**src/rtl/ucie_ctl_rx_pkg.sv**
```systemverilog
// Shared definitions for the UCIe RX link sequencer.
// Holds the link-state encoding, the adapter request codes and the decode
// from state to the level-type datapath controls.
package ucie_ctl_rx_pkg;

  // The numeric values double as the status code seen on o_state_status.
  typedef enum logic [2:0] {
    ST_RESET     = 3'b000,
    ST_ACTIVE    = 3'b001,
    ST_DRAIN     = 3'b010,
    ST_RETRAIN   = 3'b011,
    ST_LINKERROR = 3'b100
  } rx_state_e;

  // Code 2'b11 is reserved and falls through every decode as a no-op.
  localparam logic [1:0] REQ_RESET   = 2'b00;
  localparam logic [1:0] REQ_ACTIVE  = 2'b01;
  localparam logic [1:0] REQ_RETRAIN = 2'b10;

  typedef struct packed {
    logic rx_enable;
    logic drain_enable;
    logic link_error;
  } rx_ctl_t;

  function automatic rx_ctl_t decode_state(input rx_state_e st);
    rx_ctl_t ctl;
    ctl = '0;
    case (st)
      ST_ACTIVE: begin
        ctl.rx_enable    = 1'b1;
        ctl.drain_enable = 1'b1;
      end
      ST_DRAIN:     ctl.drain_enable = 1'b1;
      ST_LINKERROR: ctl.link_error   = 1'b1;
      default:      ctl = '0;
    endcase
    return ctl;
  endfunction

endpackage

```
**src/rtl/ucie_ctl_rx_drain_timer.sv**
```systemverilog
// Saturating cycle counter that bounds the time spent draining the RX buffer.
// Ports:
//   i_clk     clock
//   i_rst     synchronous active-high reset
//   i_clear   forces the count back to zero (held while not draining)
//   i_enable  advances the count by one per cycle until it saturates
//   o_expire  high while the count sits at DRAIN_TIMEOUT-1
module ucie_ctl_rx_drain_timer #(
  parameter int DRAIN_TIMEOUT = 64
) (
  input  logic i_clk,
  input  logic i_rst,
  input  logic i_clear,
  input  logic i_enable,
  output logic o_expire
);

  localparam int CW = (DRAIN_TIMEOUT > 1) ? $clog2(DRAIN_TIMEOUT) : 1;
  localparam logic [CW-1:0] LAST = CW'(DRAIN_TIMEOUT - 1);

  logic [CW-1:0] cnt_q;
  logic [CW-1:0] cnt_d;

  // Holding at LAST keeps o_expire asserted rather than wrapping to zero.
  always_comb begin
    cnt_d = cnt_q;
    if (i_clear) begin
      cnt_d = '0;
    end else if (i_enable && (cnt_q != LAST)) begin
      cnt_d = cnt_q + 1'b1;
    end
  end

  always_ff @(posedge i_clk) begin
    if (i_rst) begin
      cnt_q <= '0;
    end else begin
      cnt_q <= cnt_d;
    end
  end

  assign o_expire = (cnt_q == LAST);

endmodule

```
**src/rtl/ucie_ctl_rx_link_sequencer.sv**
```systemverilog
// UCIe RX link sequencer: walks the RX datapath through RESET, ACTIVE, DRAIN,
// RETRAIN and LINKERROR, gating RDI writes and FDI drain, flushing the buffer
// on teardown and escalating overflow or drain stalls to a sticky error.
//
// state     | meaning
// ----------+-------------------------------------------------------------
// RESET     | link down, writes and drain off, waits for an ACTIVE request
// ACTIVE    | normal traffic, writes and drain on
// DRAIN     | writes off, drain on until empty, then go to latched target
// RETRAIN   | link retraining, datapath idle
// LINKERROR | fatal error, datapath idle, left only by a RESET request
//
// Ports:
//   i_clk, i_rst          clock, synchronous active-high reset
//   i_state_request       adapter request (00 RESET, 01 ACTIVE, 10 RETRAIN)
//   i_overflow_detected   overflow flag from the RX buffer
//   i_buf_count           RX buffer occupancy
//   o_rx_enable           allows RDI writes into the buffer
//   o_fdi_drain_enable    allows buffer reads toward FDI
//   o_buf_flush           one-cycle buffer clear
//   o_state_status        current state code
//   o_link_error          sticky error flag
//   o_drain_timeout       one-cycle pulse when a drain stalls out
import ucie_ctl_rx_pkg::*;

module ucie_ctl_rx_link_sequencer #(
  parameter int BUF_DEPTH     = 32,
  parameter int DRAIN_TIMEOUT = 64
) (
  input  logic                           i_clk,
  input  logic                           i_rst,
  input  logic [1:0]                     i_state_request,
  input  logic                           i_overflow_detected,
  input  logic [$clog2(BUF_DEPTH+1)-1:0] i_buf_count,
  output logic                           o_rx_enable,
  output logic                           o_fdi_drain_enable,
  output logic                           o_buf_flush,
  output logic [2:0]                     o_state_status,
  output logic                           o_link_error,
  output logic                           o_drain_timeout
);

  rx_state_e state_q, state_d;
  rx_state_e target_q, target_d;
  logic      flush_q, flush_d;
  logic      timeout_q, timeout_d;
  logic      drain_expire;
  logic      buf_empty;
  rx_ctl_t   ctl;

  assign buf_empty = (i_buf_count == '0);

  // Timer is held clear outside DRAIN, so it reads zero in the first DRAIN cycle.
  ucie_ctl_rx_drain_timer #(
    .DRAIN_TIMEOUT (DRAIN_TIMEOUT)
  ) u_drain_timer (
    .i_clk    (i_clk),
    .i_rst    (i_rst),
    .i_clear  (state_q != ST_DRAIN),
    .i_enable (state_q == ST_DRAIN),
    .o_expire (drain_expire)
  );

  always_ff @(posedge i_clk) begin
    if (i_rst) begin
      state_q   <= ST_RESET;
      target_q  <= ST_RESET;
      flush_q   <= 1'b0;
      timeout_q <= 1'b0;
    end else begin
      state_q   <= state_d;
      target_q  <= target_d;
      flush_q   <= flush_d;
      timeout_q <= timeout_d;
    end
  end

  always_comb begin
    state_d   = state_q;
    target_d  = target_q;
    timeout_d = 1'b0;
    case (state_q)
      ST_RESET: begin
        if (i_state_request == REQ_ACTIVE) state_d = ST_ACTIVE;
      end
      ST_ACTIVE: begin
        if (i_overflow_detected) begin
          state_d = ST_LINKERROR;
        end else if (i_state_request == REQ_RETRAIN) begin
          state_d  = ST_DRAIN;
          target_d = ST_RETRAIN;
        end else if (i_state_request == REQ_RESET) begin
          state_d  = ST_DRAIN;
          target_d = ST_RESET;
        end
      end
      ST_DRAIN: begin
        // Requests are ignored here; the target latched on entry decides the exit.
        if (i_overflow_detected) begin
          state_d = ST_LINKERROR;
        end else if (buf_empty) begin
          state_d = target_q;
        end else if (drain_expire) begin
          state_d   = ST_LINKERROR;
          timeout_d = 1'b1;
        end
      end
      ST_RETRAIN: begin
        if (i_state_request == REQ_ACTIVE) begin
          state_d = ST_ACTIVE;
        end else if (i_state_request == REQ_RESET) begin
          state_d = ST_RESET;
        end
      end
      ST_LINKERROR: begin
        if (i_state_request == REQ_RESET) state_d = ST_RESET;
      end
      default: state_d = ST_RESET;
    endcase
  end

  always_comb begin
    // Flush fires on any transition into RESET or LINKERROR; leaving i_rst is not a transition.
    flush_d = (state_d != state_q) &&
              ((state_d == ST_RESET) || (state_d == ST_LINKERROR));
    ctl                = decode_state(state_q);
    o_rx_enable        = ctl.rx_enable;
    o_fdi_drain_enable = ctl.drain_enable;
    o_link_error       = ctl.link_error;
    o_state_status     = state_q;
    o_buf_flush        = flush_q;
    o_drain_timeout    = timeout_q;
  end

endmodule

```
**config.mk**
```make
export PLATFORM = sky130hd
export DESIGN_NAME = ucie_ctl_rx_link_sequencer
export DESIGN_NICKNAME = d
export VERILOG_FILES = /design/src/rtl/ucie_ctl_rx_pkg.sv /design/src/rtl/ucie_ctl_rx_drain_timer.sv /design/src/rtl/ucie_ctl_rx_link_sequencer.sv
export SDC_FILE = /design/constraint.sdc
export NUM_CORES = 1
export LEC_CHECK = 0
export CAP_MARGIN = 30
export CORE_UTILIZATION = 45
export CTS_CLUSTER_DIAMETER = 150
export CTS_CLUSTER_SIZE = 14
export DETAILED_ROUTE_END_ITERATION = 16
export HOLD_SLACK_MARGIN = 0.12
export PLACE_DENSITY = 0.76
export SLEW_MARGIN = 20
export SYNTH_ARGS = -nofsm -noshare
export SYNTH_HDL_FRONTEND = slang
export SYNTH_SLANG_ARGS = --single-unit
```
**constraint.sdc**
```tcl
create_clock -name i_clk -period 1.8 [get_ports i_clk]
set_clock_uncertainty 0.2 [all_clocks]
set_input_delay 0.36 -clock i_clk [delete_from_list [all_inputs] [get_ports i_clk]]
set_output_delay 0.36 -clock i_clk [all_outputs]
set_load 0.02 [all_outputs]
```
# --- Word-level counts from Yosys, hierarchy flattened ---
# Cells that the tools add are included.
word_totals:
  register_bits: 14
  in_bits: 11
  output_inout_bits: 8
  elab_cells: 47
op_classes:
  n_addsub: 1
  eq_ne: 11
  mux: 16
  n_bitwise: 2
  reduce_logical: 12
ops:
  columns: ["op", "n"]
  rows:
  - ["$mux 3", 11]
  - ["$pmux 3 s5", 1]
  - ["$add 6x1->6 const B", 1]
  - ["$eq 3x2->1 const B", 2]
  - ["$eq 3x3->1 const B", 2]
  - ["$eq 6x6->1 const B", 1]
  - ["$logic_not 3->1", 2]
  - ["$logic_not 6->1", 1]
  - ["$ne 6x6->1 const B", 1]
  - ["$mux 1", 4]
  - ["$reduce_or 2->1", 2]
  - ["$reduce_or 4->1", 1]
  - ["$eq 3x1->1 const B", 1]
  - ["$ne 3x2->1 const B", 1]
  - ["$ne 3x3->1", 1]
  - ["$reduce_and 3->1", 1]
  - ["$eq 2x1->1 const B", 1]
  - ["$eq 2x2->1 const B", 1]
  - ["$logic_and 1x1->1", 2]
  - ["$logic_not 2->1", 1]
  - ["$not 1->1", 2]
  - ["$reduce_bool 2->1", 1]
  - ["$logic_or 1x1->1", 1]

# --- Longest topological paths before layout ---
# Gate-level depths: netlist (run 1).
logic_depth:
  ltp_word: 8
  depth_mapped: 5
  depth_no_buf: 5

# --- Hierarchy ---
# A second synthesis (run 1) with hierarchy kept.
hier_totals:
  cells_unflattened: 78
  area_unflattened_um2: 664.4
by_module_without_submodules:
  columns: ["mod", "n_inst", "cells_per_inst", "area_each_um2", "seq_area_each_um2"]
  rows:
  - ["ucie_ctl_rx_link_sequencer", 1, 46, 371.6, 120.1]
  - ["ucie_ctl_rx_drain_timer", 1, 32, 292.8, 120.1]

# --- Least setup slack after synthesis (run 1) ---
# No wires, ideal clock.
synth_path:
  kind: "reg-to-output"
  startpoint: "reg state_q[0] (netlist: o_state_status[0])"
  endpoint: "out o_fdi_drain_enable"
  arrival_ns: 1.579
  required_time_ns: 1.240
  path_slack_ns: -0.339
  stages_incl_launch_ff: 4
  path_buffers: 1
  path_cell_list: "dfxtp_1 -> buf_6 -> nor3b_1 -> or2_2"
synth_between:
  elab_chain_len: 3
  word_cells_on_any_way: 4
  cone_classes: "eq/ne: 2; mux: 1; reduce/logical: 1"
synth_rtl:
  columns: ["item", "line_no", "source"]
  rows:
  - ["start, declared", "ucie_ctl_rx_link_sequencer.sv:43", "rx_state_e state_q, state_d;"]
  - ["start signal, assigned", "ucie_ctl_rx_link_sequencer.sv:71", "state_q <= state_d;"]
  - ["$eq 3x1->1 or $eq 3x2->1 (tied branches)", "ucie_ctl_rx_pkg.sv:29", "case (st)"]
  - ["$reduce_or 2->1 (no source line) (*)", null, null]
  - ["$mux 1 (*)", "ucie_ctl_rx_pkg.sv:29", null]
  - ["end, declared", "ucie_ctl_rx_link_sequencer.sv:36", "output logic o_fdi_drain_enable,"]
# Every way passes the cells marked *; elsewhere a longest branch is shown, timed or not.

# --- Final worst setup path (run 1) ---
layout_path:
  startpoint: "in i_buf_count[3]"
  endpoint: "reg state_q[1] (netlist: o_state_status[1])"
layout_between:
  elab_chain_len: 4
layout_rtl:
  columns: ["item", "line_no", "source"]
  rows:
  - ["start, declared", "ucie_ctl_rx_link_sequencer.sv:34", "input logic [$clog2(BUF_DEPTH+1)-1:0] i_buf_count,"]
  - ["$logic_not 6->1", "ucie_ctl_rx_link_sequencer.sv:51", "assign buf_empty = (i_buf_count == '0);"]
  - ["$mux 3", "ucie_ctl_rx_link_sequencer.sv:101", "end else if (buf_empty) begin"]
  - ["$mux 3", "ucie_ctl_rx_link_sequencer.sv:99", "if (i_overflow_detected) begin"]
  - ["$pmux 3 s5", "ucie_ctl_rx_link_sequencer.sv:82", "case (state_q)"]
# No other way between the ends.
# A chain may end at the register's enable or synchronous reset.

==> results of run 1 <==
[state kept, by name (all words and copies together) (netlist names)]
name                 flops
u_drain_timer.cnt_q      6
o_drain_timeout          1
o_buf_flush              1
o_state_status           3
target_q                 1
[per-stage QoR]
step	area [um2]	util, %	setup WS [ns]	TNS, ns
6_report	1100	80.4	-0.0756	-0.148
4_1_cts	1020	74.5	-0.0567	-0.0856
3_5_place_dp	962	70.4	-0.254	-1.25
2_1_floorplan	699	-	0.0663	0
3_3_place_gp	962	70.4	-0.241	-1.12
5_1_grt	1100	80.4	-0.134	-0.316
[timing repair]
| action | 4_1_cts | 5_1_grt |
|---|---|---|
| buffers inserted | 4 | 2 |
| resized for setup | 27 | 15 |
| pin swaps | 4 | 3 |
| setup endpoints to repair | 9 | 7 |
| hold endpoints to repair | 0 | 0 |
[worst reg2reg max path, stage by stage, from the launching register on]
cell	delay [ns]
dfxtp_4	0.36
buf_4	0.14
nor3b_4	0.17
buf_4	0.16
nand2b_1	0.05
o311a_1	0.36
a211oi_1	0.30
[power by group through the flow]
stage | logic, W | registers (W) | clock network [W]
after floorplan | 0.0000375 | 0.000281 | 0
after global placement | 0.0000942 | 0.000280 | 0
after detailed placement | 0.0000961 | 0.000280 | 0
after CTS | 0.000101 | 0.000273 | 0.000162
after global routing | 0.000129 | 0.000273 | 0.000175
final | 0.000123 | 0.000273 | 0.000161
[routing by layer]
metal,part of all wire [%],vias up
li1,-,361
met1,39,350
met2,50,50
met3,8.9,4
met4,1.6,0
met5,0,-
[area by class of cell]
type | instances | area, um2 | area share (%)
clock buffer | 3 | 22.5 | 2.05
tap | 15 | 18.8 | 1.71
sequential | 12 | 249 | 22.7
multi-input combinational | 62 | 474 | 43.2
timing repair buffer | 37 | 330 | 30.1
inverter | 1 | 3.75 | 0.342
[path summary, 6_finish.rpt]
kind / endpoint / slack (ns) / cells after the start
setup / recovery: o_state_status[1] / -0.08 / 5
hold / removal: u_drain_timer.cnt_q[1] / 0.33 / 2
setup reg to reg: o_state_status[1] / -0.07 / 6
hold reg to reg: u_drain_timer.cnt_q[1] / 0.33 / 2
[kinds of logic after synthesis]
| kind of cell | after synthesis | share of synthesized area (%) |
|---|---|---|
| muxes | 1 | 1.45 |
| buffers and inverters | 4 | 5.45 |
| and+or+nand+nor | 39 | 33.6 |
| AOI/OAI and AO/OA | 17 | 17.6 |
| xor gates and xnor gates | 4 | 5.09 |
| adders and majority gates | 1 | 1.82 |
| DFF | 12 | 34.9 |
[cells in the final DEF, fill, tap and decap left out, drive strengths merged, types with 2 or more instances in the layout]
master / n
clkdlybuf4s50: 11
buf: 23
nand2b: 2
nor3b: 3
o21ai: 3
a21oi: 2
nand3: 2
dlygate4sd2: 2
or2: 2
xor2: 3
a211oi: 2
nand3b: 3
dfxtp: 12
and2: 4
nor4: 2
nand2: 4
a31oi: 5
and3: 2
nor3: 2
clkbuf: 3
nor2: 9
==> out/metrics.csv, run 1 <==
stage,metric,value,unit
clocking,Max clock buf depth,2,
final_layout,n_diodes,0,
worst_setup_path,Reg-to-Reg Start,o_state_status[0],
worst_setup_path,crit path DAT,1.83,ns
logic_synthesis,post-synthesis instance total,78,
worst_setup_path,Crit Path Max Fanout,4,
worst_setup_path,critical path's slowest cell,clkdlybuf4s50_1,
clocking,CTS tree,built,
min_path,worst min-delay path startpoint,u_drain_timer.cnt_q[1],
logic_synthesis,"EDFF count, synth",0,
logic_synthesis,Async SR Flop Fraction,0,%
logic_synthesis,Synth top area share,34.9,%
grt,met2 global-route usage,42.6,%
clocking,H-tree levels,1,
grt,global-route met1 utilization,31.4,%
final_layout,Layout fillers,94,
logic_synthesis,Yosys Warn Count,0,
power,Peak VDD IR,0.000400,V
sta,Setup WS post-layout,-0.0756,ns
worst_setup_path,CP max stage delay,0.48,ns
floorplanning,core footprint,0.00137,mm2
logic_synthesis,Mapped Area,688,um2
logic_synthesis,top-count cell post-synth,dfxtp_1,
placement,IO Port Bufs,18,
power,clock share of power,28.9,%
worst_setup_path,nature of the critical path endpoint,register,
grt,first-pass GRT wire length,2860,um
clocking,CTS Sinks,12,
sta,setup repair after global routing missed its margin,yes,
sta,Tightest Pin Transition,0.326,ns
floorplanning,IO Count,19,
run_status,status,finished with violations,
worst_setup_path,"CP delay by family, top",compound AO/OA/AOI/OAI gates,
floorplanning,Die Y-Extent,41.1,um
final_layout,Layout Cells excl Fill,130,
drt,via count,765,
clocking,cts bufs inserted,3,
logic_synthesis,Yosys top cell by area,dfxtp_1,
grt,total grt overflow,0,
clocking,clock latency on the worst-skew pair,0.27,ns
floorplanning,Die Wd,41.1,um
power,static leakage,0.456,nW
run_status,violated checks,setup timing,
drt,DRT iter0 DRCs,24,
drt,Post-Route WL,2150,um
power,Seq pwr share,49.0,%
logic_synthesis,"Avg Cell Area, Syn",8.82,um2
floorplanning,DIE AREA,0.00169,mm2
worst_setup_path,CP Launch Type,primary input,
drt,via density per instance,5.88,
placement,dpl hpwl,1360,um
logic_synthesis,ys flop type,dfxtp_1,
final_layout,area grow syn2layout,59.6,%
power,combinational share of power,22.0,%
sta,Max Fclk,533,MHz
clocking,cts hold-fix bufs,0,
grt,GRT Total Usage,25.8,%
placement,RD Place Congestion,0.895,
power,switch share,25.2,%
sta,Tmin final,1.88,ns
floorplanning,Std-Cell Rows,13,
power,internal power,0.000416,W
drt,Antenna Nets Post-Route,0,
min_path,Worst Hold Class,reg -> reg,
clocking,CTS root buf,clkbuf_4,
logic_synthesis,Seq cells post-synth,12,
grt,GRT Max-Usage Layer,met2,
sta,Tcrit/Tclk final,104,%
placement,placed cell count,121,
power,Power Density,506,mW/mm2
floorplanning,Starting Density,50.4,%
run,maxcap violations,0,
final_layout,Final Net Count,129,
grt,initial antenna violation count,0,
logic_synthesis,largest cells by area after synthesis,"dfxtp_1 (35%), nor2_1 (4.9%), buf_6 (4.9%)",
logic_synthesis,Syn Nets,90,
clocking,clock slew at reported path FFs,0.06,ns
sta,"Slew Viols, Final",0,
grt,vias in the first global route,664,
drt,Avg WL per Cell,16.6,um
sta,Hold Fails Final Rpt,0,
grt,pin count of the biggest net entering global routing,11,
worst_setup_path,critical-path cell list,clkdlybuf4s50_1 > nor4_2 > and2_2 > o311a_1 > a211oi_1,
logic_synthesis,Yosys cell types,33,
worst_setup_path,Critical Path Start,i_buf_count[3],
power,sw power,0.000140,W
grt,met3 Use GR,11.4,%
sta,Slew Limit Headroom,78.1,%
worst_setup_path,CP Class,in -> reg,
power,Final Total Pwr,0.000556,W
final_layout,ratio of cells with drive above 1 in the final layout,35.7,%
drt,drt pass-1 iters,4,
worst_setup_path,worst endpoint required time,1.75,ns
logic_synthesis,Commonest cells post-synth,"dfxtp_1 (12), nor2_1 (9), a31oi_1 (5)",
sta,Worst Hold Margin,0.326,ns
drt,Residual DRC,0,
worst_setup_path,CP bufs+invs,1,
sta,final setup vio count,4,
logic_synthesis,sequential area share after synthesis,34.9,%
Power figures use the tool's default switching activity.
==> run 2, diff against run 1 <==
--- a/config.mk
+++ b/config.mk
@@ -6,5 +6,6 @@
 export NUM_CORES = 1
 export LEC_CHECK = 0
-export CAP_MARGIN = 30
+export CAP_MARGIN = 15
+export CORE_MARGIN = 8
 export CORE_UTILIZATION = 45
 export CTS_CLUSTER_DIAMETER = 150
==> constraint.sdc (replaced) <==
create_clock -name i_clk -period 1.8 [get_ports i_clk]
set_clock_uncertainty 0.2 [all_clocks]
set_input_delay 0.54 -clock i_clk [delete_from_list [all_inputs] [get_ports i_clk]]
set_output_delay 0.54 -clock i_clk [all_outputs]
set_load 0.02 [all_outputs]
==> out/metrics.csv, run 2 (synthesized netlist as in run 1, its figures left out) <==
stage,metric,value,unit,change
worst_setup_path,crit path DAT,1.18,ns,-0.65 ns
drt,DRT iter0 DRCs,16,,-33%
worst_setup_path,critical path's slowest cell,dfxtp_4,,
final_layout,Top reg by flops,u_drain_timer.cnt_q,,
worst_setup_path,R2R Setup Slk,0.03,ns,+0.10 ns
grt,pin count of the biggest net entering global routing,10,,-1
clocking,cts hold-fix bufs,0,,unchanged
clocking,Max clock buf depth,2,,unchanged
drt,Antenna Nets Post-Route,0,,unchanged
floorplanning,core footprint,0.00147,mm2,+7.7%
drt,Post-Route WL,1750,um,-19%
clocking,CTS Sinks,12,,unchanged
floorplanning,Starting Density,46.8,%,-3.6 points
final_layout,n_diodes,0,,unchanged
sta,Tcrit/Tclk final,107,%,+2.4 points
power,Peak VDD IR,0.000339,V,-15%
sta,Worst Hold Margin,0.299,ns,-0.0274 ns
floorplanning,Std-Cell Rows,14,,+1
final_layout,"commonest non-fill, non-tap cell in the layout",buf_4,,
clocking,cts bufs inserted,3,,unchanged
grt,vias in the first global route,694,,+4.5%
final_layout,ratio of cells with drive above 1 in the final layout,33.9,%,-1.7 points
power,sw power,0.000140,W,about the same
sta,Slew Limit Headroom,82.9,%,+4.8 points
power,switch share,24.0,%,-1.2 points
drt,drt pass-1 iters,4,,unchanged
floorplanning,DIE AREA,0.00304,mm2,+80%
grt,initial antenna violation count,0,,unchanged
final_layout,max reg flops,6,,unchanged
final_layout,Final Net Count,125,,-3.1%
run_status,status,finished with violations,,
sta,Tmin final,1.92,ns,+0.0430 ns
grt,GRT Total Usage,12.9,%,-13 points
final_layout,most frequent cells in the layout,"buf_4 (16), dlygate4sd2_1 (9), dfxtp_1 (9)",,
grt,first-pass GRT wire length,2960,um,+3.4%
drt,Residual DRC,0,,unchanged
sta,Setup WS post-layout,-0.119,ns,-0.0430 ns
final_layout,area grow syn2layout,50.7,%,
run,maxcap violations,0,,unchanged
clocking,CTS tree,built,,
worst_setup_path,nature of the critical path endpoint,output port,,
min_path,Worst Hold Class,reg -> reg,,
clocking,H-tree levels,1,,unchanged
power,combinational share of power,16.6,%,-5.4 points
final_layout,Layout Cells excl Fill,128,,-1.5%
clocking,clock latency on the worst-skew pair,0.27,ns,about the same
floorplanning,IO Count,19,,unchanged
power,Seq pwr share,46.3,%,-2.7 points
worst_setup_path,CP Launch Type,register,,
placement,"worst slack, placed",-0.382,ns,-0.128 ns
worst_setup_path,worst endpoint required time,1.06,ns,-0.69 ns
run_status,violated checks,setup timing,,
drt,via density per instance,5.59,,-4.9%
clocking,CTS root buf,clkbuf_4,,
clocking,clock slew at reported path FFs,0.08,ns,+0.02 ns
power,internal power,0.000443,W,+6.4%
sta,final setup vio count,2,,-2
placement,IO Port Bufs,18,,unchanged
final_layout,Layout fillers,124,,+32%
power,clock share of power,37.1,%,+8.2 points
power,static leakage,0.431,nW,-5.4%
drt,Avg WL per Cell,13.7,um,-17%
grt,total grt overflow,0,,unchanged
sta,Max Fclk,521,MHz,-2.2%
placement,RD Place Congestion,0.822,,-8.1%
worst_setup_path,CP max stage delay,0.36,ns,-0.12 ns
sta,"Slew Viols, Final",0,,unchanged
sta,Hold Fails Final Rpt,0,,unchanged
worst_setup_path,Most common cell on crit path,buf_6,,
power,Power Density,562,mW/mm2,+11%
placement,dpl hpwl,1340,um,-1.6%
worst_setup_path,Crit Path Max Fanout,3,,-1
floorplanning,Die Y-Extent,55.1,um,+34%
sta,Tightest Pin Transition,0.254,ns,-0.0722 ns
sta,setup repair after global routing missed its margin,yes,,
floorplanning,Die Wd,55.1,um,+34%
placement,placed cell count,123,,+1.7%
worst_setup_path,CP Class,reg -> out,,
worst_setup_path,critical-path cell list,buf_6 > nor3b_4 > or2_4 > buf_6,,
drt,via count,716,,-6.4%
==> run 2: final timing paths <==
check                                        from  depth (start not counted)            endpoint
worst min register to register        target_q[0]                          2         target_q[0]
worst min-delay path                  target_q[0]                          2         target_q[0]
worst max register to register  o_state_status[0]                          6         o_buf_flush
worst max-delay path            o_state_status[0]                          4  o_fdi_drain_enable
==> run 2: critical path: cells and delay by family (launching register included) <==
| kind | cells | cell delay (ns) |
|---|---|---|
| buf+inv | 2 | 0.22 |
| simple gates | 2 | 0.33 |
| flops | 1 | 0.36 |
==> run 2: layout make-up <==
class / count / area (um2) / area share, %
Clock buffer: 4 / 36.3 / 3.50
Sequential cell: 12 / 251 / 24.2
Timing Repair Buffer: 33 / 279 / 26.9
Tap cell: 16 / 20.0 / 1.93
Inverter: 1 / 3.75 / 0.362
Multi-Input combinational cell: 62 / 447 / 43.1
==> run 2: repair_timing <==
item                       in CTS  in global routing
resized for setup              42                  4
pin swaps                       7                  5
setup endpoints to repair      11                  8
setup buffers                   2                  0
hold endpoints to repair        0                  0
==> run 2: per-stage QoR <==
| stage | TNS [ns] | instance area (um2) | total power (W) | utilization [%] |
|---|---|---|---|---|
| floorplan | 0 | 708 | 0.000319 | - |
| global placement | -2.19 | 980 | 0.000375 | 66.6 |
| detailed placement | -2.29 | 980 | 0.000376 | 66.6 |
| CTS | -0.231 | 1030 | 0.000586 | 70.2 |
| global route | -0.418 | 1040 | 0.000607 | 70.5 |
| finish | -0.178 | 1040 | 0.000583 | 70.5 |
==> run 2: power groups by stage <==
stage               Sequential (W)  Combinational, W  Clock, W
floorplan                 0.000281         0.0000384         0
global route              0.000270          0.000105  0.000232
detailed placement        0.000280         0.0000967         0
finish                    0.000270         0.0000970  0.000216
CTS                       0.000270         0.0000960  0.000220
global placement          0.000279         0.0000954         0
==> run 2: routing by layer <==
layer,routed length (um),track usage (%)
met2,840,22.0
met1,780,16.0
met3,117,3.48
met4,14,2.40
met5,0,0
